$ cat src/rtl/lm_sm_sequencer_if.sv
// Decode-to-sequencer bundle for lm_sm_sequencer: LM/SM instruction handshake in,
// micro-op stream and fetch hold out.
interface lm_sm_sequencer_if;
   logic       start;
   logic       is_lm;
   logic [2:0] base_reg;
   logic [7:0] reg_list;
   logic       stall_in;
   logic       flush;
   logic       busy;
   logic       stall_fetch;
   logic       uop_valid;
   logic       uop_is_lm;
   logic [2:0] uop_base;
   logic [2:0] uop_reg;
   logic [2:0] uop_offset;
   logic       lm_fwd;

   modport master (
      output start, is_lm, base_reg, reg_list, stall_in, flush,
      input  busy, stall_fetch, uop_valid, uop_is_lm, uop_base, uop_reg, uop_offset, lm_fwd
   );

   modport slave (
      input  start, is_lm, base_reg, reg_list, stall_in, flush,
      output busy, stall_fetch, uop_valid, uop_is_lm, uop_base, uop_reg, uop_offset, lm_fwd
   );
endinterface

$ cat src/rtl/lm_sm_sequencer.sv
// LM/SM micro-op sequencer: expands a register mask into one micro-op per set bit.
// Define LMSM_DESCENDING_EN to issue R7 first down to R0 instead of R0 first up to R7.
module lm_sm_sequencer (
   input  logic              clk_i,
   input  logic              rst_ni,
   lm_sm_sequencer_if.slave  bus
);

   typedef enum logic [0:0] {
      IDLE = 1'b0,
      SEQ  = 1'b1
   } state_e;

   state_e     state_q, state_d;
   logic [7:0] mask_q, mask_d;
   logic [2:0] offset_q, offset_d;
   logic       uop_valid_q, uop_valid_d;
   logic       uop_is_lm_q, uop_is_lm_d;
   logic [2:0] uop_base_q, uop_base_d;
   logic [2:0] uop_reg_q, uop_reg_d;
   logic [2:0] uop_offset_q, uop_offset_d;
   logic       lm_fwd_q, lm_fwd_d;

   logic       accept_s;
   logic [2:0] first_idx_s;
   logic [2:0] next_idx_s;

   function automatic logic multi_bit(input logic [7:0] m);
      return ((m & (m - 8'd1)) != 8'h00);
   endfunction

   function automatic logic [2:0] pick_reg(input logic [7:0] m);
      logic [2:0] idx;
      idx = 3'd0;
`ifdef LMSM_DESCENDING_EN
      for (int i = 0; i < 8; i++) begin
`else
      for (int i = 7; i >= 0; i--) begin
`endif
         if (m[i]) begin
            idx = 3'(i);
         end else begin
            idx = idx;
         end
      end
      return idx;
   endfunction

   function automatic logic [7:0] onehot(input logic [2:0] idx);
      return 8'b0000_0001 << idx;
   endfunction

   assign first_idx_s = pick_reg(bus.reg_list);
   assign next_idx_s  = pick_reg(mask_q);

   // A sequence whose last micro-op is on the bus frees decode, so a new start is taken then.
   assign accept_s = bus.start && !bus.stall_in && !bus.flush && (bus.reg_list != 8'h00)
                     && ((state_q == IDLE) || (mask_q == 8'h00));

   assign bus.stall_fetch = (bus.start && multi_bit(bus.reg_list)
                             && ((state_q == IDLE) || (mask_q == 8'h00)))
                          || ((state_q == SEQ) && multi_bit(mask_q));

   assign bus.busy       = (state_q == SEQ);
   assign bus.uop_valid  = uop_valid_q;
   assign bus.uop_is_lm  = uop_is_lm_q;
   assign bus.uop_base   = uop_base_q;
   assign bus.uop_reg    = uop_reg_q;
   assign bus.uop_offset = uop_offset_q;
   assign bus.lm_fwd     = lm_fwd_q;

   // Next-state: mask_q holds the registers not yet presented on the micro-op outputs.
   always_comb begin
      state_d      = state_q;
      mask_d       = mask_q;
      offset_d     = offset_q;
      uop_valid_d  = uop_valid_q;
      uop_is_lm_d  = uop_is_lm_q;
      uop_base_d   = uop_base_q;
      uop_reg_d    = uop_reg_q;
      uop_offset_d = uop_offset_q;
      lm_fwd_d     = lm_fwd_q;
      if (bus.flush) begin
         state_d     = IDLE;
         mask_d      = 8'h00;
         offset_d    = 3'd0;
         uop_valid_d = 1'b0;
         lm_fwd_d    = 1'b0;
      end else if (bus.stall_in) begin
         state_d = state_q;
      end else if (accept_s) begin
         state_d      = SEQ;
         mask_d       = bus.reg_list & ~onehot(first_idx_s);
         offset_d     = 3'd1;
         uop_valid_d  = 1'b1;
         uop_is_lm_d  = bus.is_lm;
         uop_base_d   = bus.base_reg;
         uop_reg_d    = first_idx_s;
         uop_offset_d = 3'd0;
         lm_fwd_d     = 1'b1;
      end else begin
         case (state_q)
            SEQ: begin
               if (mask_q != 8'h00) begin
                  mask_d       = mask_q & ~onehot(next_idx_s);
                  offset_d     = offset_q + 3'd1;
                  uop_valid_d  = 1'b1;
                  uop_reg_d    = next_idx_s;
                  uop_offset_d = offset_q;
                  lm_fwd_d     = 1'b0;
               end else begin
                  state_d     = IDLE;
                  uop_valid_d = 1'b0;
                  lm_fwd_d    = 1'b0;
               end
            end
            IDLE: begin
               uop_valid_d = 1'b0;
               lm_fwd_d    = 1'b0;
            end
            default: begin
               state_d     = IDLE;
               mask_d      = 8'h00;
               offset_d    = 3'd0;
               uop_valid_d = 1'b0;
               lm_fwd_d    = 1'b0;
            end
         endcase
      end
   end

   // Sequencer state and registered micro-op outputs.
   always_ff @(posedge clk_i or negedge rst_ni) begin
      if (!rst_ni) begin
         state_q      <= IDLE;
         mask_q       <= 8'h00;
         offset_q     <= 3'd0;
         uop_valid_q  <= 1'b0;
         uop_is_lm_q  <= 1'b0;
         uop_base_q   <= 3'd0;
         uop_reg_q    <= 3'd0;
         uop_offset_q <= 3'd0;
         lm_fwd_q     <= 1'b0;
      end else begin
         state_q      <= state_d;
         mask_q       <= mask_d;
         offset_q     <= offset_d;
         uop_valid_q  <= uop_valid_d;
         uop_is_lm_q  <= uop_is_lm_d;
         uop_base_q   <= uop_base_d;
         uop_reg_q    <= uop_reg_d;
         uop_offset_q <= uop_offset_d;
         lm_fwd_q     <= lm_fwd_d;
      end
   end

endmodule

$ cat src/flat_wrapper.sv
// flat-port wrapper written by rule: the top's interface ports become plain ports
module lm_sm_sequencer_flat 
  (clk_i, rst_ni, bus_start, bus_is_lm, bus_base_reg, bus_reg_list, bus_stall_in, bus_flush, bus_busy, bus_stall_fetch, bus_uop_valid, bus_uop_is_lm, bus_uop_base, bus_uop_reg, bus_uop_offset, bus_lm_fwd);
  lm_sm_sequencer_if bus_i ();
  input  logic clk_i;
  input  logic rst_ni;
  input wire logic [$bits(bus_i.start)-1:0] bus_start;
  input wire logic [$bits(bus_i.is_lm)-1:0] bus_is_lm;
  input wire logic [$bits(bus_i.base_reg)-1:0] bus_base_reg;
  input wire logic [$bits(bus_i.reg_list)-1:0] bus_reg_list;
  input wire logic [$bits(bus_i.stall_in)-1:0] bus_stall_in;
  input wire logic [$bits(bus_i.flush)-1:0] bus_flush;
  output wire logic [$bits(bus_i.busy)-1:0] bus_busy;
  output wire logic [$bits(bus_i.stall_fetch)-1:0] bus_stall_fetch;
  output wire logic [$bits(bus_i.uop_valid)-1:0] bus_uop_valid;
  output wire logic [$bits(bus_i.uop_is_lm)-1:0] bus_uop_is_lm;
  output wire logic [$bits(bus_i.uop_base)-1:0] bus_uop_base;
  output wire logic [$bits(bus_i.uop_reg)-1:0] bus_uop_reg;
  output wire logic [$bits(bus_i.uop_offset)-1:0] bus_uop_offset;
  output wire logic [$bits(bus_i.lm_fwd)-1:0] bus_lm_fwd;
  assign bus_i.start = bus_start;
  assign bus_i.is_lm = bus_is_lm;
  assign bus_i.base_reg = bus_base_reg;
  assign bus_i.reg_list = bus_reg_list;
  assign bus_i.stall_in = bus_stall_in;
  assign bus_i.flush = bus_flush;
  assign bus_busy = bus_i.busy;
  assign bus_stall_fetch = bus_i.stall_fetch;
  assign bus_uop_valid = bus_i.uop_valid;
  assign bus_uop_is_lm = bus_i.uop_is_lm;
  assign bus_uop_base = bus_i.uop_base;
  assign bus_uop_reg = bus_i.uop_reg;
  assign bus_uop_offset = bus_i.uop_offset;
  assign bus_lm_fwd = bus_i.lm_fwd;
  lm_sm_sequencer u_core (.clk_i(clk_i), .rst_ni(rst_ni), .bus(bus_i));
endmodule
$ cat config.mk
export PLATFORM = sky130hd
export DESIGN_NAME = lm_sm_sequencer_flat
export DESIGN_NICKNAME = d
export VERILOG_FILES = /design/src/rtl/lm_sm_sequencer_if.sv /design/src/rtl/lm_sm_sequencer.sv /design/src/flat_wrapper.sv
export SDC_FILE = /design/constraint.sdc
export NUM_CORES = 1
export LEC_CHECK = 0
export CORE_ASPECT_RATIO = 1.25
export CORE_MARGIN = 5
export CORE_UTILIZATION = 50
export CTS_BUF_LIST = sky130_fd_sc_hd__clkbuf_4 sky130_fd_sc_hd__clkbuf_8
export DETAILED_ROUTE_END_ITERATION = 7
export DONT_BUFFER_PORTS = 1
export MAX_ROUTING_LAYER = met4
export SLEW_MARGIN = 25
export SYNTH_ARGS = -nofsm -noshare
export SYNTH_HDL_FRONTEND = slang
export SYNTH_SLANG_ARGS = --single-unit
$ cat constraint.sdc
create_clock -name clk_i -period 3 [get_ports clk_i]
set_input_delay 0.6 -clock clk_i [delete_from_list [all_inputs] [get_ports clk_i]]
set_output_delay 0.6 -clock clk_i [all_outputs]
set_load 0.01 [all_outputs]
* After elaboration in Yosys (flattened, before gate mapping) *
Index checks and enable logic that the tools add are counted.

storage, ports and cells
  logic and storage cells = 91
  input bits = 17
  register bits after elaboration = 24

cells by class
  shift-type cells = 2
  $add $sub $neg = 3
  equal/unequal tests = 1
  muxes and demuxes = 44
  bitwise logic cells = 9
  reduce and logical (&&, ||, !) cells = 23

operators with widths
  cell                   count
  $mux W3                27
  $mux W8                5
  $and A8 B8 Y8          4
  $reduce_bool A8 Y1     4
  $not A8 Y8             2
  $shl A1 B3 Y8 const A  2
  $sub A8 B1 Y8 const B  2
  $mux W1                11
  $logic_not A8 Y1       1
  $logic_and A1 B1 Y1    7
  $reduce_and A3 Y1      2
  $reduce_bool A3 Y1     2
  $reduce_and A4 Y1      1
  $reduce_bool A2 Y1     2
  $add A3 B1 Y3 const B  1
  $not A1 Y1             3
  $logic_not A1 Y1       2
  $logic_or A1 B1 Y1     2
  $ne A2 B1 Y1 const B   1
  $pmux W1 S2            1

* Logic depth before layout (Yosys ltp) *
Gate-level depths: netlist of run 1.

  depth after elaboration = 16
  gate-level depth with buffers = 7
  mapped depth without buffers = 5

* Worst setup path before layout of run 1 *
No wires, ideal clock.

  path type = input -> output
  start = in bus_reg_list[0]
  end = out bus_stall_fetch
  stages = 6
  slack = 0.478 ns
  data required time = 2.400 ns
  arrival time = 1.922 ns
  path buffers = 1
  cells stage by stage = buf_2 -> or4_1 -> o21ai_0 -> a22o_1 -> o21ai_0 -> a32o_1

on the way
  longest elaborated chain between the ends = 6

ends and longest elaborated chain
  item                   RTL line               source
  from (decl)            flat_wrapper.sv:10     input wire logic [$bits(bus_i.reg_list)-1:0] bus_reg_list;
  $sub A8 B1 Y8          lm_sm_sequencer.sv:29  return ((m & (m - 8'd1)) != 8'h00);
  $and A8 B8 Y8 *        lm_sm_sequencer.sv:29
  $reduce_bool A8 Y1 *   lm_sm_sequencer.sv:29
  $logic_and A1 B1 Y1 *  lm_sm_sequencer.sv:60  assign bus.stall_fetch = (bus.start && multi_bit(bus.reg_list)
  $logic_and A1 B1 Y1 *  lm_sm_sequencer.sv:61  && ((state_q == IDLE) || (mask_q == 8'h00)))
  $logic_or A1 B1 Y1 *   lm_sm_sequencer.sv:62  || ((state_q == SEQ) && multi_bit(mask_q));
  to (decl)              flat_wrapper.sv:14     output wire logic [$bits(bus_i.stall_fetch)-1:0] bus_stall_fetch;

Mark *: on every way between the ends. The rest lies on a longest branch, timed or not.

* Final worst setup path of run 1 *
  start = reg u_core.mask_q[0]
  end = out bus_stall_fetch

on the way
  longest elaborated chain between the ends = 5
  elaborated cells between the ends (all ways) = 8
  those cells by class = add/sub: 1; bitwise: 1; reduce/logical: 6

ends and longest elaborated chain
  item                    RTL line                source
  from (decl)             lm_sm_sequencer.sv:15   logic [7:0] mask_q, mask_d;
  from (signal assigned)  lm_sm_sequencer.sv:146  mask_q <= mask_d;
  $sub A8 B1 Y8           lm_sm_sequencer.sv:29
  $and A8 B8 Y8           lm_sm_sequencer.sv:29
  $reduce_bool A8 Y1      lm_sm_sequencer.sv:29
  $logic_and A1 B1 Y1     lm_sm_sequencer.sv:62
  $logic_or A1 B1 Y1 *    lm_sm_sequencer.sv:62

Marks and branches as above.

==> results of run 1 <==
## worst max-delay path, delay by kind of cell (launching register included)
kind             cells  cell delay, ns
AO/OA/AOI/OAI        3            0.79
AND/OR/NAND/NOR      1            0.70
flip-flops           1            0.47
## metal layers
layer | vias up | GRT usage (%) | wire [um]
met1 | 604 | 22.6 | 1530
met3 | 7 | 5.16 | 245
met2 | 49 | 30.2 | 1710
met4 | 0 | 6.19 | 64
li1 | 613 | - | -
met5 | - | - | 0
## final timing paths
path | startpoint | slack, ns | end
max | u_core.mask_q[0] | 0.12 | bus_stall_fetch
min reg2reg | u_core.offset_q[0] | 0.52 | u_core.offset_q[0]
min | rst_ni | 0.22 | u_core.bus.busy
max reg2reg | u_core.mask_q[0] | 0.66 | u_core.bus.uop_reg[0]
max in group asynchronous | rst_ni | 2.43 | u_core.bus.uop_reg[0]
min in group clk_i | bus_flush | 0.32 | u_core.mask_q[3]
## synthesized netlist by cell type, types with 2 or more instances
library cell / instances / area, um^2
nor2_1: 19 / 71.3
and3_1: 2 / 12.5
nand2_1: 32 / 120
o21ai_0: 10 / 50.1
nor3_1: 4 / 20.0
nand3_1: 4 / 20.0
nor4_1: 2 / 12.5
a221oi_1: 2 / 17.5
nand2b_1: 5 / 31.3
or2_2: 2 / 12.5
a2111oi_0: 2 / 17.5
a211oi_1: 3 / 22.5
a31oi_1: 2 / 12.5
o31a_1: 2 / 17.5
buf_2: 3 / 15.0
dfrtp_1: 23 / 576
or4_1: 4 / 30.0
o31ai_1: 3 / 22.5
a22oi_1: 2 / 15.0
inv_1: 5 / 18.8
a21oi_1: 5 / 25.0
buf_6: 2 / 22.5
## area by class of cell
cell class	count	area [um^2]
Clock buffer	3	22.5
Clock inverter	1	5.00
Fill cell	268	1270
Inverter	5	18.8
Multi-Input combinational cell	132	788
Sequential cell	23	576
Tap cell	34	42.5
Timing Repair Buffer	1	5.00
## kinds of logic after synthesis
group,after synthesis,share of synthesized area [%]
adder cells (fa/ha/maj),1,0.871
buffers and inverters,13,5.05
AO/OA/AOI/OAI,49,26.3
flip-flops,23,40.1
AND/OR/NAND/NOR,82,27.7
## through the flow
step | instance area [um^2] | utilization, % | total power, mW
final | 1460 | 53.3 | 0.630
after detailed placement | 1430 | 52.2 | 0.482
after global routing | 1460 | 53.3 | 0.664
after CTS | 1460 | 53.5 | 0.634
after global placement | 1430 | 52.2 | 0.481
after floorplan | 1440 | - | 0.466
## power by group through the flow
stage / registers, mW / logic [mW] / clock network, mW
finish: 0.372 / 0.109 / 0.149
global placement: 0.379 / 0.102 / 0
floorplan: 0.371 / 0.0947 / 0
CTS: 0.373 / 0.110 / 0.151
global route: 0.377 / 0.124 / 0.163
detailed placement: 0.380 / 0.102 / 0
## repair_timing
| item | 4_1_cts | 5_1_grt |
|---|---|---|
| endpoints found under the setup margin | 0 | 0 |
| hold endpoints to repair | 23 | 0 |
| hold buffers | 1 | 0 |
==> flow_summary_export.csv, run 1 <==
group,metric,value,unit
floorplanning,die_w,57.9,um
logic_synthesis,synth_seq_cells,23,
floorplanning,dieHeight,69.9,um
critical_path,reg2regPathDepth,5,
clock_network,cts_tree,"built",
clock_network,numCtsBuffers,3,
place,preCtsSetupSlack,0.485,ns
cells_and_area,largest_register,"u_core.mask_q",
sta,max_freq,0.347,GHz
sta,slew_headroom,63.9,%
sta,fin_crit_sh,96.2,%
sta,finalSetupTns,0,ns
sta,fin_worst_skew,0.00582,ns
power,ir_drop,0.261,mV
critical_path,critical_path_class,"reg -> out",
floorplanning,core.rowCount,21,
critical_path,path_max_fanout,7,
clock_network,htree_levels,1,
cells_and_area,drive_above_1_share,9.70,%
power,leakage,0.611,nW
sta,rsz0062_at_grt,"no",
critical_path,startpoint_type,"flop",
clock_network,numClockSinks,23,
critical_path,crit_path_top_delay_cell,"or4_1",
clock_network,clk_pin_slew,0.13,ns
global_route,antenna_found_initial,0,
hold_path,hp-class,"in -> async",
routing,viasPerCell,6.40,
clock_network,ctsResizeCount,0,
clock_network,cts_root_buf,"clkbuf_4",
critical_path,crit_chain,"or4_1, a2111oi_0, o31ai_1, a32o_1",
cells_and_area,syn_to_final_growth,1.48,%
logic_synthesis,synth_edf_count,0,
routing,vias,1273,
critical_path,cp.required,2.40,ns
sta,tightest_slew,0.536,ns
logic_synthesis,synth_area,0.00144,mm^2
floorplanning,io_pins,31,
cells_and_area,final_cell_count_no_fill,199,
logic_synthesis,async_flop_share,100,%
sta,finalSetupViolations,0,
global_route,grt_pass1_vias,1203,
floorplanning,start_util,52.6,%
clock_network,cts_setup_buffers,0,
run,drv_cap,0,
logic_synthesis,avgSynthCellArea,8.55,um^2
critical_path,cp_slowest_stage_delay,0.70,ns
sta,fin_ws,0.115,ns
logic_synthesis,syn-num-nets,186,
cells_and_area,antenna_cells,0,
power,p_int,0.431,mW
global_route,grt_usage,18.8,%
place,dp_hpwl,2740,um
clock_network,clock_latency,0.32,ns
floorplanning,die_area,0.00405,mm^2
sta,whs,0.224,ns
power,p_clk_share,23.6,%
logic_synthesis,synth_cell_types,52,
power,netSwitchingPower,0.199,mW
critical_path,critPathCaptureType,"output pin",
status,status,"finished, final reports clean",
cells_and_area,largest_register_ffs,8,
cells_and_area,layout_commonest_cell,"nand2_1",
routing,ant_nets,0,
sta,drv_slew,0,
logic_synthesis,yosysWarningCount,0,
place,routabilityCongestion,0.918,
global_route,gr-total-overflow,0,
routing,dr.pass1.iters,4,
global_route,grt_max_degree,24,
place,dp.cells,194,
clock_network,cts_buffer_depth,2,
routing,wl,3550,um
power,pwr-share-seq,59.1,%
logic_synthesis,postSynthCellCount,168,
logic_synthesis,ys_seq_area_share,40.1,%
routing,routedWlPerCell,17.8,um
power,swShare,31.6,%
routing,first_iter_violations,39,
logic_synthesis,synthFlopType,"dfrtp_1",
power,p_per_area,432,mW/mm^2
cells_and_area,layout.nets,184,
floorplanning,core_area,0.00273,mm^2
place,io_buffers,0,
sta,min_period,2.88,ns
sta,timing_hold_violations_final,0,
routing,drcViolationCount,0,
cells_and_area,final_cell_mix,"nand2_1, dfrtp_1, nor2_1",
power,power_frac_comb,17.3,%
global_route,grt_pass1_wl,5820,um
critical_path,worstPathArrival,2.28,ns
(Power assumes the default switching activity.)
==> run 2, diff against run 1 <==
- ABC_AREA: not set -> 1
- CORE_ASPECT_RATIO: 1.25 -> 0.75
==> run 2 against run 1 <==
Compared with the run above:
- worst setup slack improved by 0.68 ns
- via count increased by 4.1%
- power decreased by 0.23%
- clock power increased by 32%
- die area increased by 1.2%
- synthesized cell count increased by 30%
- sequential power decreased by 5%
- largest cell class unchanged
- largest power group unchanged
==> flow_summary_export.csv, run 2 <==
group,metric,value,unit
status,status,"finished, final reports clean",
cells_and_area,largest_register,"u_core.mask_q",
cells_and_area,layout.nets,236,
logic_synthesis,synth_most_common_cell,"nand2_1",
logic_synthesis,synth_edf_count,0,
routing,viasPerCell,5.20,
clock_network,numCtsBuffers,3,
cells_and_area,largest_register_ffs,8,
logic_synthesis,synthFlopType,"dfrtp_1",
power,ir_drop,0.265,mV
cells_and_area,drive_above_1_share,7.37,%
place,preCtsSetupSlack,0.908,ns
cells_and_area,antenna_cells,0,
critical_path,cp.required,2.40,ns
cells_and_area,layout_commonest_cell,"nand2_1",
clock_network,cts_root_buf,"clkbuf_8",
clock_network,htree_levels,1,
critical_path,reg2regPathDepth,10,
routing,ant_nets,0,
sta,fin_worst_skew,0.00223,ns
logic_synthesis,synth_cell_types,24,
logic_synthesis,async_flop_share,100,%
clock_network,cts_tree,"built",
logic_synthesis,yosysWarningCount,0,
sta,fin_crit_sh,73.4,%
clock_network,numClockSinks,23,
sta,max_freq,0.454,GHz
clock_network,clock_latency,0.26,ns
critical_path,worstPathArrival,1.60,ns
clock_network,ctsResizeCount,0,
sta,timing_hold_violations_final,0,
floorplanning,io_pins,31,
clock_network,clk_pin_slew,0.08,ns
sta,rsz0062_at_grt,"no",
critical_path,startpoint_type,"flop",
floorplanning,dieHeight,56.7,um
routing,drcViolationCount,0,
logic_synthesis,postSynthCellCount,218,
logic_synthesis,syn-num-nets,236,
place,routabilityCongestion,0.932,
global_route,grt_pass1_wl,5780,um
cells_and_area,final_cell_mix,"nand2_1, dfrtp_1, nor2_1",
cells_and_area,post-route-util,52.7,%
critical_path,r2r_start,"u_core.mask_q[3]",
sta,finalSetupTns,0,ns
cells_and_area,syn_to_final_growth,3.96,%
critical_path,rrSetupSlack,1.05,ns
routing,vias,1325,
critical_path,path_max_fanout,4,
floorplanning,core.rowCount,17,
routing,first_iter_violations,128,
floorplanning,die_w,72.3,um
floorplanning,die_area,0.00410,mm^2
global_route,grt_pass1_vias,1275,
critical_path,critical_path_class,"reg -> out",
sta,min_period,2.20,ns
logic_synthesis,synth_area,0.00146,mm^2
routing,wl,3220,um
clock_network,cts_buffer_depth,2,
critical_path,startpoint,"u_core.mask_q[0]",
floorplanning,core_area,0.00287,mm^2
critical_path,critPathCaptureType,"output pin",
logic_synthesis,synth_top_area_share,39.6,%
sta,finalSetupViolations,0,
routing,dr.pass1.iters,4,
run,drv_cap,0,
power,leakage,0.838,nW
global_route,gr-total-overflow,0,
global_route,grt_max_degree,24,
hold_path,hp-class,"in -> async",
logic_synthesis,yosys.area.top_type,"dfrtp_1",
sta,slew_headroom,56.1,%
place,dp_hpwl,2550,um
power,p_per_area,416,mW/mm^2
critical_path,crit_path_end,"bus_stall_fetch",
logic_synthesis,ys_seq_area_share,39.6,%
place,io_buffers,0,
clock_network,cts_hold_buffers,0,
clock_network,cts_setup_buffers,0,
critical_path,rr_endpoint,"u_core.bus.uop_reg[2]",
sta,drv_slew,0,
logic_synthesis,synth_seq_cells,23,
floorplanning,start_util,50.7,%
sta,fin_ws,0.797,ns
global_route,grt_usage,18.1,%
sta,tightest_slew,0.656,ns
logic_synthesis,avgSynthCellArea,6.67,um^2
logic_synthesis,synthTopCellsByArea,"dfrtp_1, nand2_1, nor2_1, nand3_1, inv_1",
routing,routedWlPerCell,12.6,um
logic_synthesis,yosys-top-cells-count,"nand2_1, dfrtp_1, nor2_1, inv_1, nand3_1",
global_route,antenna_found_initial,0,
-- run 2: metal layers --
| layer | wire length, um | vias to the layer above | GRT usage, % |
|---|---|---|---|
| met5 | 0 | - | - |
| met1 | 1590 | 602 | 25.4 |
| met2 | 1360 | 37 | 25.8 |
| met4 | 23 | 0 | 3.22 |
| li1 | - | 681 | - |
| met3 | 244 | 5 | 5.37 |
-- run 2: worst min path at each step --
stage	slack, ns	startpoint	endpoint	cells after the start
3_5_place_dp	0.31	rst_ni	u_core.mask_q[3]	0
3_3_place_gp	0.31	rst_ni	u_core.mask_q[3]	0
6_report	0.02	rst_ni	u_core.bus.busy	0
5_1_grt	0.004	rst_ni	u_core.mask_q[2]	0
2_1_floorplan	0.30	rst_ni	u_core.bus.busy	0
4_1_cts	0.02	rst_ni	u_core.mask_q[3]	0
-- run 2: kinds of logic (layout without fill, tap and decap cells) --
logic type	after synthesis	in the layout	synth area share (%)
fa+ha+maj	1	1	0.860
xor+xnor	1	1	0.602
simple gates	148	148	42.7
buf+inv	23	22	7.31
compound gates	22	22	8.94
flops	23	23	39.6
-- run 2: area by class of cell --
| class | count | area (um^2) |
|---|---|---|
| Sequential cell | 23 | 576 |
| Fill cell | 310 | 1360 |
| Inverter | 18 | 67.6 |
| Multi-Input combinational cell | 172 | 773 |
| Clock buffer | 4 | 48.8 |
| Tap cell | 38 | 47.5 |
-- run 2: metrics by stage --
stage / instances / total power, mW / instance area [um^2] / hold slack, ns
floorplan: 218 / 0.423 / 1460 / 0.304
global placement: 251 / 0.438 / 1460 / 0.305
detailed placement: 251 / 0.439 / 1460 / 0.305
CTS: 255 / 0.637 / 1510 / 0.0174
global route: 255 / 0.668 / 1510 / 0.00408
finish: 255 / 0.629 / 1510 / 0.0249
-- run 2: where the power goes --
group / switching [mW] / internal, mW / total, mW
combinational: 0.0519 / 0.0269 / 0.0788
clock: 0.0933 / 0.104 / 0.197
sequential: 0.0235 / 0.330 / 0.353
-- run 2: critical path: stages, from the launching register on --
cell and delay [ns]:
dfrtp_1 0.42, nor2_2 0.20, nand2_1 0.11, o21ai_0 0.23, nand2_1 0.08, nor2_1 0.10
nand2_1 0.06, nand2_1 0.05, nand2_1 0.10
==> run 3, diff against run 2 <==
- clock period: 3 -> 2.07 ns (I/O delays scaled with it)
==> run 3 against run 2 <==
Compared with the run above:
- global-route usage up 0.74 points
- largest cell class unchanged
- non-clock buffer count grew 3
- first-iteration DRC count down 30%
- die area did not move
- cell count up 1.2%
- worst setup slack worse by 0.66 ns
- sequential power up 45%
- critical endpoint unchanged
- critical path depth up 2
- clock-buffer cell count unchanged
- clock power up 47%
- largest power group unchanged
- power up 48%
==> flow_summary_export.csv, run 3 (synthesized netlist as in run 2, its figures left out) <==
group,metric,value,unit
global_route,grt_usage,18.8,%
cells_and_area,largest_register_ffs,8,
routing,routedWlPerCell,13.8,um
global_route,gr-total-overflow,0,
place,dp_hpwl,2700,um
routing,viasPerCell,5.28,
clock_network,htree_levels,1,
cells_and_area,final_cell_area,0.00155,mm^2
critical_path,worstPathArrival,1.52,ns
global_route,grt_pass1_vias,1313,
floorplanning,dieHeight,56.7,um
status,status,"finished, final reports clean",
routing,first_iter_violations,90,
cells_and_area,final_cell_mix,"nand2_1, dfrtp_1, nor2_1",
run,drv_cap,0,
cells_and_area,post-route-util,53.9,%
place,io_buffers,0,
place,placed_area,0.00148,mm^2
critical_path,critPathCaptureType,"output pin",
sta,timing_hold_violations_final,0,
clock_network,clk_pin_slew,0.08,ns
cells_and_area,layout_commonest_cell,"nand2_1",
critical_path,r2r_start,"u_core.mask_q[4]",
place,routabilityCongestion,0.882,
cells_and_area,syn_to_final_growth,6.45,%
cells_and_area,antenna_cells,0,
sta,drv_slew,0,
clock_network,clock_latency,0.26,ns
power,ir_drop,0.395,mV
global_route,antenna_found_initial,0,
critical_path,critical_path_class,"reg -> out",
global_route,grt_pass1_wl,5970,um
critical_path,rrSetupSlack,0.28,ns
clock_network,cts_root_buf,"clkbuf_8",
routing,dr.pass1.iters,4,
floorplanning,die_area,0.00410,mm^2
routing,wl,3560,um
critical_path,reg2regPathDepth,8,
sta,finalSetupViolations,0,
floorplanning,core_area,0.00287,mm^2
cells_and_area,layout.nets,239,
critical_path,path_max_fanout,4,
critical_path,rr_endpoint,"u_core.mask_q[1]",
floorplanning,io_pins,31,
sta,slew_headroom,57.3,%
power,p_per_area,602,mW/mm^2
routing,ant_nets,0,
sta,fin_crit_sh,93.5,%
floorplanning,core.rowCount,17,
cells_and_area,drive_above_1_share,10.5,%
cells_and_area,final_cell_count_no_fill,258,
cells_and_area,largest_register,"u_core.mask_q",
clock_network,cts_setup_buffers,0,
clock_network,numCtsBuffers,3,
power,leakage,0.854,nW
sta,tightest_slew,0.639,ns
hold_path,hp-class,"in -> async",
sta,fin_worst_skew,0.00362,ns
routing,drcViolationCount,0,
sta,min_period,1.94,ns
sta,whs,0.112,ns
sta,finalSetupTns,0,ns
critical_path,startpoint_type,"flop",
sta,max_freq,0.516,GHz
routing,vias,1361,
clock_network,cts_buffer_depth,2,
place,dp.cells,253,
clock_network,cts_tree,"built",
sta,rsz0062_at_grt,"no",
clock_network,numClockSinks,23,
global_route,grt_max_degree,24,
floorplanning,start_util,50.7,%
floorplanning,die_w,72.3,um
critical_path,cp.required,1.66,ns
[run 3: worst max path at each step]
stage	start	endpoint	cells after the start
detailed placement	u_core.mask_q[4]	u_core.bus.uop_reg[0]	8
CTS	u_core.mask_q[4]	bus_stall_fetch	8
floorplan	u_core.mask_q[0]	bus_stall_fetch	8
global placement	u_core.mask_q[0]	bus_stall_fetch	8
global route	u_core.mask_q[3]	bus_stall_fetch	8
finish	u_core.mask_q[0]	bus_stall_fetch	10
[run 3: repair_timing]
item | 4_1_cts | 5_1_grt
resized for setup | 1 | 6
pin swaps | 0 | 1
hold endpoints to repair | 23 | 0
endpoints found under the setup margin | 1 | 1
hold buffers | 1 | 0
[run 3: area by class of cell]
cell class              instances  area (um^2)
fillers                       302         1320
flip-flops and latches         23          577
multi-input cells             172          788
clock buffers                   4         48.8
repair buffers                  3         20.0
well taps                      38         47.5
inverters                      18         67.6
[run 3: per-layer routing]
layer,wire (um),global-route usage (%)
met1,1710,26.2
met4,28,4.02
met3,250,4.83
met2,1580,27.4
met5,0,-
[run 3: worst max-delay path: stages (launching register included)]
cell and delay (ns):
dfrtp_2 0.45, nor2_4 0.17, nand2_2 0.10, inv_2 0.07, nand2_1 0.05, nand2_1 0.08
nand2_1 0.05, nor2_1 0.10, nand2_1 0.05, nand2_1 0.06, nand2_1 0.09
[run 3: power by group]
part	switching [mW]	leakage, nW	internal, mW	total (mW)
registers	0.0336	0.310	0.477	0.511
logic	0.0893	0.517	0.0421	0.131
clock network	0.140	0.0262	0.151	0.290
total	0.262	0.854	0.670	0.933
[run 3: per-stage QoR]
step | setup WS, ns | power (mW)
after CTS | 0.0495 | 0.945
after global placement | 0.222 | 0.639
after detailed placement | 0.290 | 0.640
after floorplan | 0.469 | 0.613
final | 0.134 | 0.933
after global routing | 0.0103 | 0.989
